### config.mk
export PLATFORM = sky130hd
export DESIGN_NAME = hms_alarm_clock
export DESIGN_NICKNAME = d
export VERILOG_FILES = /design/src/rtl/hms_pkg.sv /design/src/rtl/hms_wrap_ctr.sv /design/src/rtl/hms_alarm_clock.sv
export SDC_FILE = /design/constraint.sdc
export NUM_CORES = 1
export LEC_CHECK = 0
export BUFFER_PORTS_ARGS = -buffer_cell sky130_fd_sc_hd__buf_2
export CAP_MARGIN = 15
export CORE_UTILIZATION = 60
export CTS_CLUSTER_DIAMETER = 30
export CTS_CLUSTER_SIZE = 24
export DETAILED_ROUTE_END_ITERATION = 10
export PLACE_DENSITY = 0.78
export SLEW_MARGIN = 20
export SYNTH_ARGS = -nofsm -noshare
export SYNTH_HDL_FRONTEND = slang
export SYNTH_SLANG_ARGS = --single-unit
### constraint.sdc
create_clock -name clk -period 3.3 [get_ports clk]
set_input_delay 0.99 -clock clk [delete_from_list [all_inputs] [get_ports clk]]
set_output_delay 0.99 -clock clk [all_outputs]
set_load 0.005 [all_outputs]
### src/rtl/hms_pkg.sv
// Shared definitions for the hms_alarm_clock block.
//   state_t : edit-state encoding, also driven out on the state port for
//             display blinking (RUN=0 .. ALM_M=5).
//   SEC_MAX, MIN_MAX : last value of the seconds and minutes fields.
//   HRS_W, MS_W      : widths of the hours and the minutes/seconds fields.
package hms_pkg;

    localparam int HRS_W = 5;
    localparam int MS_W  = 6;

    localparam logic [MS_W-1:0] SEC_MAX = 6'd59;
    localparam logic [MS_W-1:0] MIN_MAX = 6'd59;

    typedef enum logic [2:0] {
        RUN   = 3'd0,
        SET_H = 3'd1,
        SET_M = 3'd2,
        SET_S = 3'd3,
        ALM_H = 3'd4,
        ALM_M = 3'd5
    } state_t;

endpackage

### src/rtl/hms_wrap_ctr.sv
// Modulus counter holding 0..MAX. It wraps in both directions.
//   clk, rst_n : system clock and asynchronous active-low reset (clears to 0).
//   inc, dec   : step up / step down. Both high, or both low, holds the value.
//   value      : registered count.
//   at_max     : combinational flag, high while value == MAX. The owner uses
//                it for carries.
module hms_wrap_ctr #(
    parameter int W   = 6,
    parameter int MAX = 59
) (
    input  logic         clk,
    input  logic         rst_n,
    input  logic         inc,
    input  logic         dec,
    output logic [W-1:0] value,
    output logic         at_max
);

    localparam logic [W-1:0] MAX_V = W'(MAX);

    assign at_max = (value == MAX_V);

    always_ff @(posedge clk or negedge rst_n) begin
        if (!rst_n) begin
            value <= '0;
        end else if (inc && !dec) begin
            value <= at_max ? '0 : value + W'(1);
        end else if (dec && !inc) begin
            value <= (value == '0) ? MAX_V : value - W'(1);
        end
    end

endmodule

### src/rtl/hms_alarm_clock.sv
// Hours/minutes/seconds clock that runs from the system clock.
// It has an editable time, an editable alarm, and snooze/stop controls.
//   clk, rst_n      : system clock, asynchronous active-low reset.
//   mode            : pulse. Moves to the next edit state
//                     (RUN->SET_H->SET_M->SET_S->ALM_H->ALM_M->RUN).
//   inc, dec        : pulses. Step the field being edited. No carry.
//   alarm_en        : level. The alarm is armed while this is high.
//   snooze, stop    : pulses. They control a ringing or snoozed alarm.
//   hrs, min, sec   : current time.
//   alm_hrs/alm_min : alarm time.
//   state           : edit-state code.
//   ringing         : alarm is sounding.
//   snoozed         : a snooze re-ring is pending.
// Every output is registered.
module hms_alarm_clock
    import hms_pkg::*;
#(
    parameter int CLK_PER_SEC = 4,
    parameter int HOURS       = 24,
    parameter int SNOOZE_MIN  = 5
) (
    input  logic             clk,
    input  logic             rst_n,
    input  logic             mode,
    input  logic             inc,
    input  logic             dec,
    input  logic             alarm_en,
    input  logic             snooze,
    input  logic             stop,
    output logic [HRS_W-1:0] hrs,
    output logic [MS_W-1:0]  min,
    output logic [MS_W-1:0]  sec,
    output logic [HRS_W-1:0] alm_hrs,
    output logic [MS_W-1:0]  alm_min,
    output logic [2:0]       state,
    output logic             ringing,
    output logic             snoozed
);

    localparam int PW = (CLK_PER_SEC > 1) ? $clog2(CLK_PER_SEC) : 1;
    localparam logic [PW-1:0] PRESC_LAST = PW'(CLK_PER_SEC - 1);

    state_t state_q, state_d;
    logic   in_run;

    // ---------------- edit-state FSM ----------------
    always_ff @(posedge clk or negedge rst_n) begin
        if (!rst_n) state_q <= RUN;
        else        state_q <= state_d;
    end

    always_comb begin
        state_d = state_q;
        if (mode) begin
            case (state_q)
                RUN:     state_d = SET_H;
                SET_H:   state_d = SET_M;
                SET_M:   state_d = SET_S;
                SET_S:   state_d = ALM_H;
                ALM_H:   state_d = ALM_M;
                default: state_d = RUN;
            endcase
        end
    end

    assign in_run = (state_q == RUN);
    assign state  = state_q;

    // ---------------- prescaler ----------------
    // The prescaler restarts from 0 on every entry to RUN. The first second
    // after an edit is therefore a full CLK_PER_SEC cycles long.
    logic [PW-1:0] presc;
    logic          tick;

    assign tick = in_run && (presc == PRESC_LAST);

    always_ff @(posedge clk or negedge rst_n) begin
        if (!rst_n)                        presc <= '0;
        else if (!in_run || mode || tick)  presc <= '0;
        else                               presc <= presc + PW'(1);
    end

    // ---------------- field counters ----------------
    // mode has priority over inc/dec. A mode press leaves the field unchanged.
    logic e_inc, e_dec;
    logic sec_max, min_max, hrs_max;
    logic alm_hrs_max_unused, alm_min_max_unused;
    logic roll_min;

    assign e_inc    = inc && !mode;
    assign e_dec    = dec && !mode;
    assign roll_min = tick && sec_max;

    hms_wrap_ctr #(.W(MS_W), .MAX(SEC_MAX)) u_sec (
        .clk    (clk),
        .rst_n  (rst_n),
        .inc    (tick || (state_q == SET_S && e_inc)),
        .dec    (state_q == SET_S && e_dec),
        .value  (sec),
        .at_max (sec_max)
    );

    hms_wrap_ctr #(.W(MS_W), .MAX(MIN_MAX)) u_min (
        .clk    (clk),
        .rst_n  (rst_n),
        .inc    (roll_min || (state_q == SET_M && e_inc)),
        .dec    (state_q == SET_M && e_dec),
        .value  (min),
        .at_max (min_max)
    );

    hms_wrap_ctr #(.W(HRS_W), .MAX(HOURS - 1)) u_hrs (
        .clk    (clk),
        .rst_n  (rst_n),
        .inc    ((roll_min && min_max) || (state_q == SET_H && e_inc)),
        .dec    (state_q == SET_H && e_dec),
        .value  (hrs),
        .at_max (hrs_max)
    );

    hms_wrap_ctr #(.W(HRS_W), .MAX(HOURS - 1)) u_alm_hrs (
        .clk    (clk),
        .rst_n  (rst_n),
        .inc    (state_q == ALM_H && e_inc),
        .dec    (state_q == ALM_H && e_dec),
        .value  (alm_hrs),
        .at_max (alm_hrs_max_unused)
    );

    hms_wrap_ctr #(.W(MS_W), .MAX(MIN_MAX)) u_alm_min (
        .clk    (clk),
        .rst_n  (rst_n),
        .inc    (state_q == ALM_M && e_inc),
        .dec    (state_q == ALM_M && e_dec),
        .value  (alm_min),
        .at_max (alm_min_max_unused)
    );

    // ---------------- alarm / snooze ----------------
    // Alarm matches look at the hh:mm the clock is about to show. Only a
    // tick that rolls the seconds to 00 can produce a match. ringing can
    // therefore rise on the same edge that shows hh:mm:00.
    logic [HRS_W-1:0] hrs_plus1, nxt_hrs, tgt_hrs, snz_hrs;
    logic [MS_W-1:0]  nxt_min, tgt_min, snz_min;
    logic [MS_W:0]    min_sum;
    logic             alarm_hit, snooze_hit;

    always_comb begin
        hrs_plus1 = hrs_max ? '0 : hrs + HRS_W'(1);
        nxt_min   = min_max ? '0 : min + MS_W'(1);
        nxt_hrs   = min_max ? hrs_plus1 : hrs;

        // Snooze target = current hh:mm + SNOOZE_MIN. It carries at most
        // one hour because SNOOZE_MIN is at most 59.
        min_sum = {1'b0, min} + (MS_W + 1)'(SNOOZE_MIN);
        if (min_sum > {1'b0, MIN_MAX}) begin
            tgt_min = MS_W'(min_sum - ({1'b0, MIN_MAX} + (MS_W + 1)'(1)));
            tgt_hrs = hrs_plus1;
        end else begin
            tgt_min = min_sum[MS_W-1:0];
            tgt_hrs = hrs;
        end
    end

    assign alarm_hit  = roll_min && alarm_en &&
                        (nxt_hrs == alm_hrs) && (nxt_min == alm_min);
    assign snooze_hit = roll_min && snoozed &&
                        (nxt_hrs == snz_hrs) && (nxt_min == snz_min);

    always_ff @(posedge clk or negedge rst_n) begin
        if (!rst_n) begin
            ringing <= 1'b0;
            snoozed <= 1'b0;
            snz_hrs <= '0;
            snz_min <= '0;
        end else if (stop || !alarm_en || (in_run && mode)) begin
            ringing <= 1'b0;
            snoozed <= 1'b0;
        end else if (snooze && ringing) begin
            ringing <= 1'b0;
            snoozed <= 1'b1;
            snz_hrs <= tgt_hrs;
            snz_min <= tgt_min;
        end else if (snooze_hit) begin
            ringing <= 1'b1;
            snoozed <= 1'b0;
        end else if (alarm_hit) begin
            ringing <= 1'b1;
        end
    end

endmodule
Yosys cells after proc, flatten, opt, wreduce, memory -nomap -nowiden
Cells that the tools add are included.
- flip-flop bits (word level): 46
- input bits: 8
- logic and storage cells: 140
- reduce and logical (&&, ||, !) cells: 67
- multiplexer cells: 32
- bitwise operators: 1
- eq/ne operators: 15
- order comparisons: 1
- add/sub/neg operators: 13
- operators with widths (operator ; number):
    $mux 6 ; 13
    $mux 5 ; 10
    $logic_and 1x1->1 ; 33
    $add 6x1->6 const B ; 3
    $eq 6x6->1 const B ; 3
    $logic_not 6->1 ; 3
    $sub 6x1->6 const B ; 3
    $pmux 3 s5 ; 1
    $logic_not 1->1 ; 13
    $eq 6x6->1 ; 2
    $add 5x1->5 const B ; 2
    $eq 5x5->1 ; 2
    $eq 5x5->1 const B ; 2
    $logic_not 5->1 ; 2
    $reduce_bool 2->1 ; 5
    $sub 5x1->5 const B ; 2
    $add 6x3->7 const B ; 1
    $gt 7x6->1 const B ; 1
    $logic_or 1x1->1 ; 7
    $mux 1 ; 7
    $eq 3x2->1 const B ; 2
    $eq 3x3->1 const B ; 2
    $sub 6x6->6 const B ; 1
    $reduce_bool 4->1 ; 1
    other kinds (8) ; 8

Depth between registers and ports, before layout
Gate-level depths: netlist of run 1.
- word-level depth: 10
- depth in mapped cells: 12
- gate-level depth less buffers: 12

By module
A second synthesis of run 1 with hierarchy kept.
- cell total of the unflattened synthesis: 535
- area, all modules: 4377.9 µm²
- modules (own cells, without submodules) (module ; times used ; cells an instance ; seq. area each (µm²) ; area an instance (µm²)):
    hms_alarm_clock ; 1 ; 240 ; 450.4 ; 1901.8
    hms_wrap_ctr (u_alm_min ...) ; 3 ; 69 ; 150.1 ; 576.8
    hms_wrap_ctr (u_alm_hrs ...) ; 2 ; 44 ; 125.1 ; 372.9

Worst setup path after synthesis of run 1
Ideal clock, no wire load.
- kind: input to register
- start: input inc
- end: register u_alm_hrs.value[4]
- path slack: 0.812 ns
- setup time: 0.125 ns
- cell stages on the path: 8
- buffers on the path: 1
- required time: 3.175 ns
- data arrival time: 2.363 ns
- cells stage by stage: nor2b_1 -> nand2_1 -> nor2_1 -> ha_1 -> clkbuf_1 -> a31oi_1 -> nor2_1 -> mux2_2
- longest elaborated chain between the ends: 5
- elaborated cells between the ends (all ways): 7
- RTL lines (element ; line ; text):
    from (decl) ; hms_alarm_clock.sv:25 ; input logic inc,
    $logic_and 1x1->1 * ; hms_alarm_clock.sv:90 ; assign e_inc = inc && !mode;
    $logic_and 1x1->1 * ; hms_alarm_clock.sv:124 ; .inc (state_q == ALM_H && e_inc),
    $logic_not 1->1 ; hms_wrap_ctr.sv:28 ; end else if (dec && !inc) begin
    $logic_and 1x1->1 ; hms_wrap_ctr.sv:28 ;
    $reduce_bool 2->1 (no line) ; -- ;
    to (signal assigned) ; hms_wrap_ctr.sv:27 ; value <= at_max ? '0 : value + W'(1);
    to (signal assigned) ; hms_wrap_ctr.sv:29 ; value <= (value == '0) ? MAX_V : value - W'(1);
    to (decl) ; hms_wrap_ctr.sv:15 ; output logic [W-1:0] value,
Every way passes the cells marked *; elsewhere a longest branch is shown, timed or not.
A chain may end at the register's enable or synchronous reset.

Worst setup path in the final report of run 1
- start: register u_min.value[1]
- end: register snz_hrs[1]
- longest elaborated chain between the ends: 3
- RTL lines (element ; line ; text):
    from (decl) ; hms_wrap_ctr.sv:15 ;
    from (signal assigned) ; hms_wrap_ctr.sv:27 ;
    from (signal assigned) ; hms_wrap_ctr.sv:29 ;
    $add 6x3->7 ; hms_alarm_clock.sv:155 ; min_sum = {1'b0, min} + (MS_W + 1)'(SNOOZE_MIN);
    $gt 7x6->1 ; hms_alarm_clock.sv:156 ; if (min_sum > {1'b0, MIN_MAX}) begin
    $mux 5 ; hms_alarm_clock.sv:156 ;
    to (signal assigned) ; hms_alarm_clock.sv:182 ; snz_hrs <= tgt_hrs;
    to (decl) ; hms_alarm_clock.sv:143 ; logic [HRS_W-1:0] hrs_plus1, nxt_hrs, tgt_hrs, snz_hrs;
Every way passes these cells.

==> impl_metrics.csv, run 1 <==
group,metric,value,unit
pwr,cellLeakagePower,1.80,nW
cts,numCtsBuffers,5,
critical_path,worstPathRequired,3.47,ns
cts,cts_sinks,46,
pwr,finalPower,3.70,mW
cells_and_area,layout-drive-gt1-share,13.5,%
sta,setup_ws,0.477,ns
yosys,ys_seq_elements,46,
flow_run,cap_violations,0,
die,die_area,6840,um^2
sta,rsz0062_at_grt,"false",
critical_path,crit_path_start_kind,"flop",
routing,wl_per_cell,15.8,um
cts,cts_max_level,2,
routing,via_per_inst,6.24,
die,initial_utilization,61.9,%
routing,vias,3676,
sta,worst_hold_slack,0.452,ns
cts,cts-root-buf,"clkbuf_8",
sta,hold_viol,0,
cells_and_area,instances_no_fill,589,
place,post-place-ws,0.516,ns
yosys,ys.flop_type,"dfrtp_1",
global_routing,grt_pass1_wl,15200,um
status,status,"completed",
global_routing,grt_pass1_vias,3252,
routing,wirelength,9280,um
yosys,synth.distinct_cells,67,
die,fp.dieH,82.7,um
cells_and_area,final_common_cell,"nor2_1",
cells_and_area,syn2layout_area_growth,6.02,%
global_routing,grt_overflow,0,
routing,drt_iter0_markers,299,
yosys,syn-num-nets,527,
critical_path,worstPathArrival,2.99,ns
critical_path,path_class,"reg -> reg",
yosys,async_reset_ff_share,100,%
cells_and_area,fill_cells,541,
global_routing,grt_max_degree,24,
cts,clk_pin_slew,0.08,ns
sta,relSlewSlack,38.5,%
die,core_area,6310,um^2
yosys,yosysWarnings,0,
cts,ctsResizeCount,0,
routing,ant_nets,0,
sta,setup_violations,0,
cts,post_cts.repair.setup_buffers,0,
cells_and_area,mostFrequentLayoutCells,"nor2_1 (50), nand2_1 (46), dfrtp_1 (46)",
sta,tightest_slew,0.923,ns
sta,finalClockSkew,0.00476,ns
pwr,ir_drop,0.000507,V
yosys,syn_area_per_cell,7.86,um^2
routing,first_pass_iters,5,
cts,cts_tree,"yes",
critical_path,startpoint,"u_min.value[1]",
min_path,min_path_type,"reg -> reg",
global_routing,antenna_found_initial,0,
global_routing,grt_use_total,29.2,%
place,gp_congestion,0.940,
yosys,postSynthCellCount,497,
critical_path,r2r-start,"u_min.value[1]",
sta,min_period,2.82,ns
place,io_buffers,40,
cells_and_area,postLayoutCellArea,4140,um^2
cells_and_area,utilization,65.6,%
critical_path,cp_max_fo,11,
die,die_w,82.7,um
die,num_rows,29,
sta,final_max_slew_viol_count,0,
cells_and_area,nets,543,
yosys,synth_edf_count,0,
cts,insertion_delay,0.30,ns
critical_path,cp-end-kind,"flop",
place,dp_cells,583,
routing,drc_errors,0,
sta,fin_setup_tns,0,ns
yosys,ys_seq_area_share,29.4,%
sta,fmax,0.354,GHz
yosys,netlist_area,3910,um^2
pwr,pwr_density_cell,892,nW/um^2
cells_and_area,n_antenna_cell,0,
die,io_pins,41,
place,placed_cell_area,4060,um^2
min_path,hp-start,"presc[0]",
cts,clockBufferDepth,2,
place,dp_hpwl,6790,um
sta,fin_crit_sh,85.5,%
cts,ctsHoldBuffers,0,
## kinds of logic after synthesis
logic type,synth area share (%)
AOI/OAI and AO/OA,22.5
xor gates and xnor gates,7.39
and+or+nand+nor,22.9
buffers and inverters,7.14
adders and majority gates,7.04
DFF,29.4
muxes,3.55
## worst paths after layout
kind | to | slack [ns] | cells after the start
max reg2reg | snz_hrs[1] | 0.48 | 8
min | presc[0] | 0.45 | 1
max | snz_hrs[1] | 0.48 | 8
min in group asynchronous | u_hrs.value[2] | 0.67 | 2
min reg2reg | presc[0] | 0.45 | 1
max in group asynchronous | u_alm_min.value[0] | 2.38 | 2
## flip-flops by register name, indices dropped and copies added (netlist names), 3 cells and up
name and flops:
u_hrs.value 5, u_alm_min.value 6, state 3, snz_min 6, u_min.value 6, u_alm_hrs.value 5, snz_hrs 5, u_sec.value 6
## power breakdown
group / switching [mW] / internal [mW] / leakage [nW] / total (mW)
Clock: 0.188 / 0.162 / 0.0431 / 0.350
Combinational: 1.20 / 0.933 / 1.18 / 2.13
Sequential: 0.477 / 0.737 / 0.585 / 1.21
## layer usage
metal | share of wire, % | track usage [%]
met1 | 46 | 39.9
met2 | 47 | 46.8
met5 | 0 | 0
met4 | 0.98 | 9.14
met3 | 5.6 | 4.73
## critical path: stages, from the launching register on
cell       delay [ns]
dfrtp_1          0.48
ha_1             0.39
xor2_1           0.40
inv_1            0.11
a21oi_1          0.13
a221oi_1         0.06
o2bb2ai_1        0.74
mux2i_1          0.29
o21ai_0          0.09
## Yosys cell counts (4+ instances only)
library cell  instances  share of area [%]
nor2b_1               6               0.96
nand2_1              46                4.4
nor3b_1               5               0.96
mux2i_1               9                2.3
o21ai_0              41                5.2
nor2_1               50                4.8
nor3_1               19                2.4
nand4_1               7                1.1
a21oi_1              36                4.6
nand3_1              18                2.3
inv_1                24                2.3
o21ai_1               4               0.51
buf_2                 7               0.90
ha_1                 22                7.0
o31ai_1               5               0.96
xnor2_1              19                4.3
dfrtp_1              46                 29
a31oi_1              13                2.1
clkbuf_1             22                2.1
xor2_1               14                3.1
o22ai_1               5               0.80
buf_4                 4               0.77
nand2b_1              4               0.64
## cell type report
type | count | area [um^2] | area share (%)
Multi-Input combinational cell | 389 | 2480 | 59.8
Sequential cell | 46 | 1150 | 27.8
Timing Repair Buffer | 45 | 238 | 5.74
Clock buffer | 6 | 82.6 | 1.99
Tap cell | 77 | 96.3 | 2.32
Inverter | 26 | 97.6 | 2.36
No activity file was read; power rests on OpenSTA's default activity.
==> inputs of run 2 (changes only) <==
CORE_UTILIZATION = 23   (was 60)
PLACE_DENSITY = 0.35   (was 0.78)
==> run 2 against run 1 <==
  * Sequential power barely moved
  * Sequential cell count did not move
  * Routed wire length rose by 29%
  * Critical endpoint is now snz_min[4]
  * Critical path type unchanged
  * Sequential share of layout area fell by 1.9 points
  * Design area rose by 7.3%
  * Non-clock buffer count rose by 1
  * Hold slack got worse by 0.010 ns
  * Critical path depth rose by 1
  * Total power rose by 12%
==> impl_metrics.csv, run 2 (same netlist as run 1, synthesis figures left out) <==
group,metric,value,unit
status,status,"completed",
sta,finalClockSkew,0.00617,ns
global_routing,grt_max_degree,47,
global_routing,grt_pass1_wl,19600,um
sta,relSlewSlack,35.7,%
min_path,min_path_cells,1,
place,io_buffers,40,
sta,hold_viol,0,
cells_and_area,postLayoutCellArea,4450,um^2
cts,clockBufferDepth,2,
place,gp_congestion,0.783,
cts,clk_pin_slew,0.07,ns
critical_path,r2r-start,"u_min.value[0]",
critical_path,max_stage_delay,0.77,ns
critical_path,timing.rr.end,"snz_min[4]",
sta,fin_setup_tns,0,ns
sta,fmax,0.345,GHz
die,die_w,132,um
global_routing,grt_pass1_vias,3428,
critical_path,path_cells,"ha_1 > xor2_1 > inv_1 > a21oi_1 > a221oi_1 > o2bb2ai_1 > nor2_1 > xor2_1 > o21ai_0",
critical_path,cpMostUsedCell,"xor2_1",
place,placed_cell_area,4250,um^2
die,core_area,16600,um^2
cells_and_area,register_area,1150,um^2
critical_path,slowest_stage,"o2bb2ai_1",
min_path,hold_path_end,"presc[0]",
cts,ctsHoldBuffers,0,
cts,cts_tree,"yes",
routing,drc_errors,0,
cts,post_cts.repair.setup_buffers,0,
min_path,hp-start,"presc[0]",
global_routing,grt_overflow,0,
critical_path,rrSetupSlack,0.40,ns
critical_path,cp_max_fo,11,
routing,wirelength,11900,um
global_routing,antenna_found_initial,0,
cts,ctsResizeCount,0,
pwr,pwr_density_cell,935,nW/um^2
cells_and_area,final_common_cell,"nor2_1",
critical_path,worstPathArrival,3.11,ns
sta,setup_violations,0,
place,dp_hpwl,8650,um
die,fp.dieH,132,um
sta,fin_crit_sh,87.7,%
cells_and_area,n_antenna_cell,0,
routing,first_pass_iters,4,
sta,rsz0062_at_grt,"false",
cells_and_area,fill_cells,1817,
pwr,ir_drop,0.000344,V
routing,drt_iter0_markers,233,
routing,via_per_inst,4.92,
routing,ant_nets,0,
flow_run,cap_violations,0,
die,initial_utilization,23.6,%
critical_path,worstPathRequired,3.52,ns
die,die_area,17500,um^2
critical_path,r2r_cells,9,
cells_and_area,nets,544,
cts,cts_sinks,46,
sta,final_max_slew_viol_count,0,
cells_and_area,multi_input_area,2480,um^2
pwr,cellLeakagePower,1.86,nW
critical_path,crit_buf_inv,1,
global_routing,grt_use_total,14.2,%
die,num_rows,47,
critical_path,path_class,"reg -> reg",
cells_and_area,mostFrequentLayoutCells,"nor2_1 (50), nand2_1 (46), dfrtp_1 (46)",
sta,min_period,2.90,ns
cts,cts-root-buf,"clkbuf_16",
cells_and_area,layout-drive-gt1-share,14.0,%
critical_path,cp-end-kind,"flop",
routing,wl_per_cell,16.2,um
cts,cts_max_level,2,
cells_and_area,syn2layout_area_growth,13.8,%
routing,vias,3616,
min_path,min_path_type,"reg -> reg",
critical_path,cp_top_family,"compound AO/OA/AOI/OAI gates",
sta,tightest_slew,0.964,ns
critical_path,crit_path_start_kind,"flop",
cts,numCtsBuffers,5,
die,io_pins,41,
cts,insertion_delay,0.30,ns
-- run 2: worst max path at each step --
stage,start,endpoint,slack (ns),cells past startpoint
2_1_floorplan,inc,u_alm_hrs.value[4],0.81,8
3_3_place_gp,mode,u_alm_hrs.value[4],0.41,8
3_5_place_dp,u_min.value[0],snz_hrs[1],0.40,8
4_1_cts,u_min.value[0],snz_hrs[4],0.39,8
5_1_grt,u_min.value[0],snz_min[4],0.1,9
6_report,u_min.value[0],snz_min[4],0.40,9
-- run 2: cell type report --
| class | instances | share of cell area [%] |
|---|---|---|
| Multi-Input combinational cell | 389 | 55.7 |
| Clock buffer | 6 | 3.12 |
| Clock inverter | 2 | 1.35 |
| Inverter | 26 | 2.19 |
| Sequential cell | 46 | 25.9 |
| Timing Repair Buffer | 46 | 5.51 |
| Tap cell | 220 | 6.19 |
-- run 2: layer usage --
layer  vias to the layer above  routed length [um]  global-route usage [%]  part of all wire (%)
met5                         -                   0                       0                     0
met4                         0                 132                    3.83                   1.1
met3                         8                 258                    1.88                   2.2
met2                        45                5410                    22.0                    45
met1                      1755                6130                    20.6                    51
li1                       1808                   -                       -                     -
-- run 2: through the flow --
step | hold WS [ns] | std cells | worst slack [ns] | utilization (%) | power [mW]
after global routing | 0.473 | 735 | 0.0980 | 26.8 | 4.55
final | 0.442 | 735 | 0.405 | 26.8 | 4.16
after floorplan | 0.413 | 497 | 0.812 | - | 2.80
after CTS | 0.448 | 735 | 0.394 | 26.8 | 4.21
after detailed placement | 0.438 | 727 | 0.404 | 25.6 | 3.48
after global placement | 0.424 | 727 | 0.414 | 25.6 | 3.48
-- run 2: power by group --
part,internal (mW),switching [mW]
clock network,0.456,0.254
logic,0.948,1.27
registers,0.737,0.493
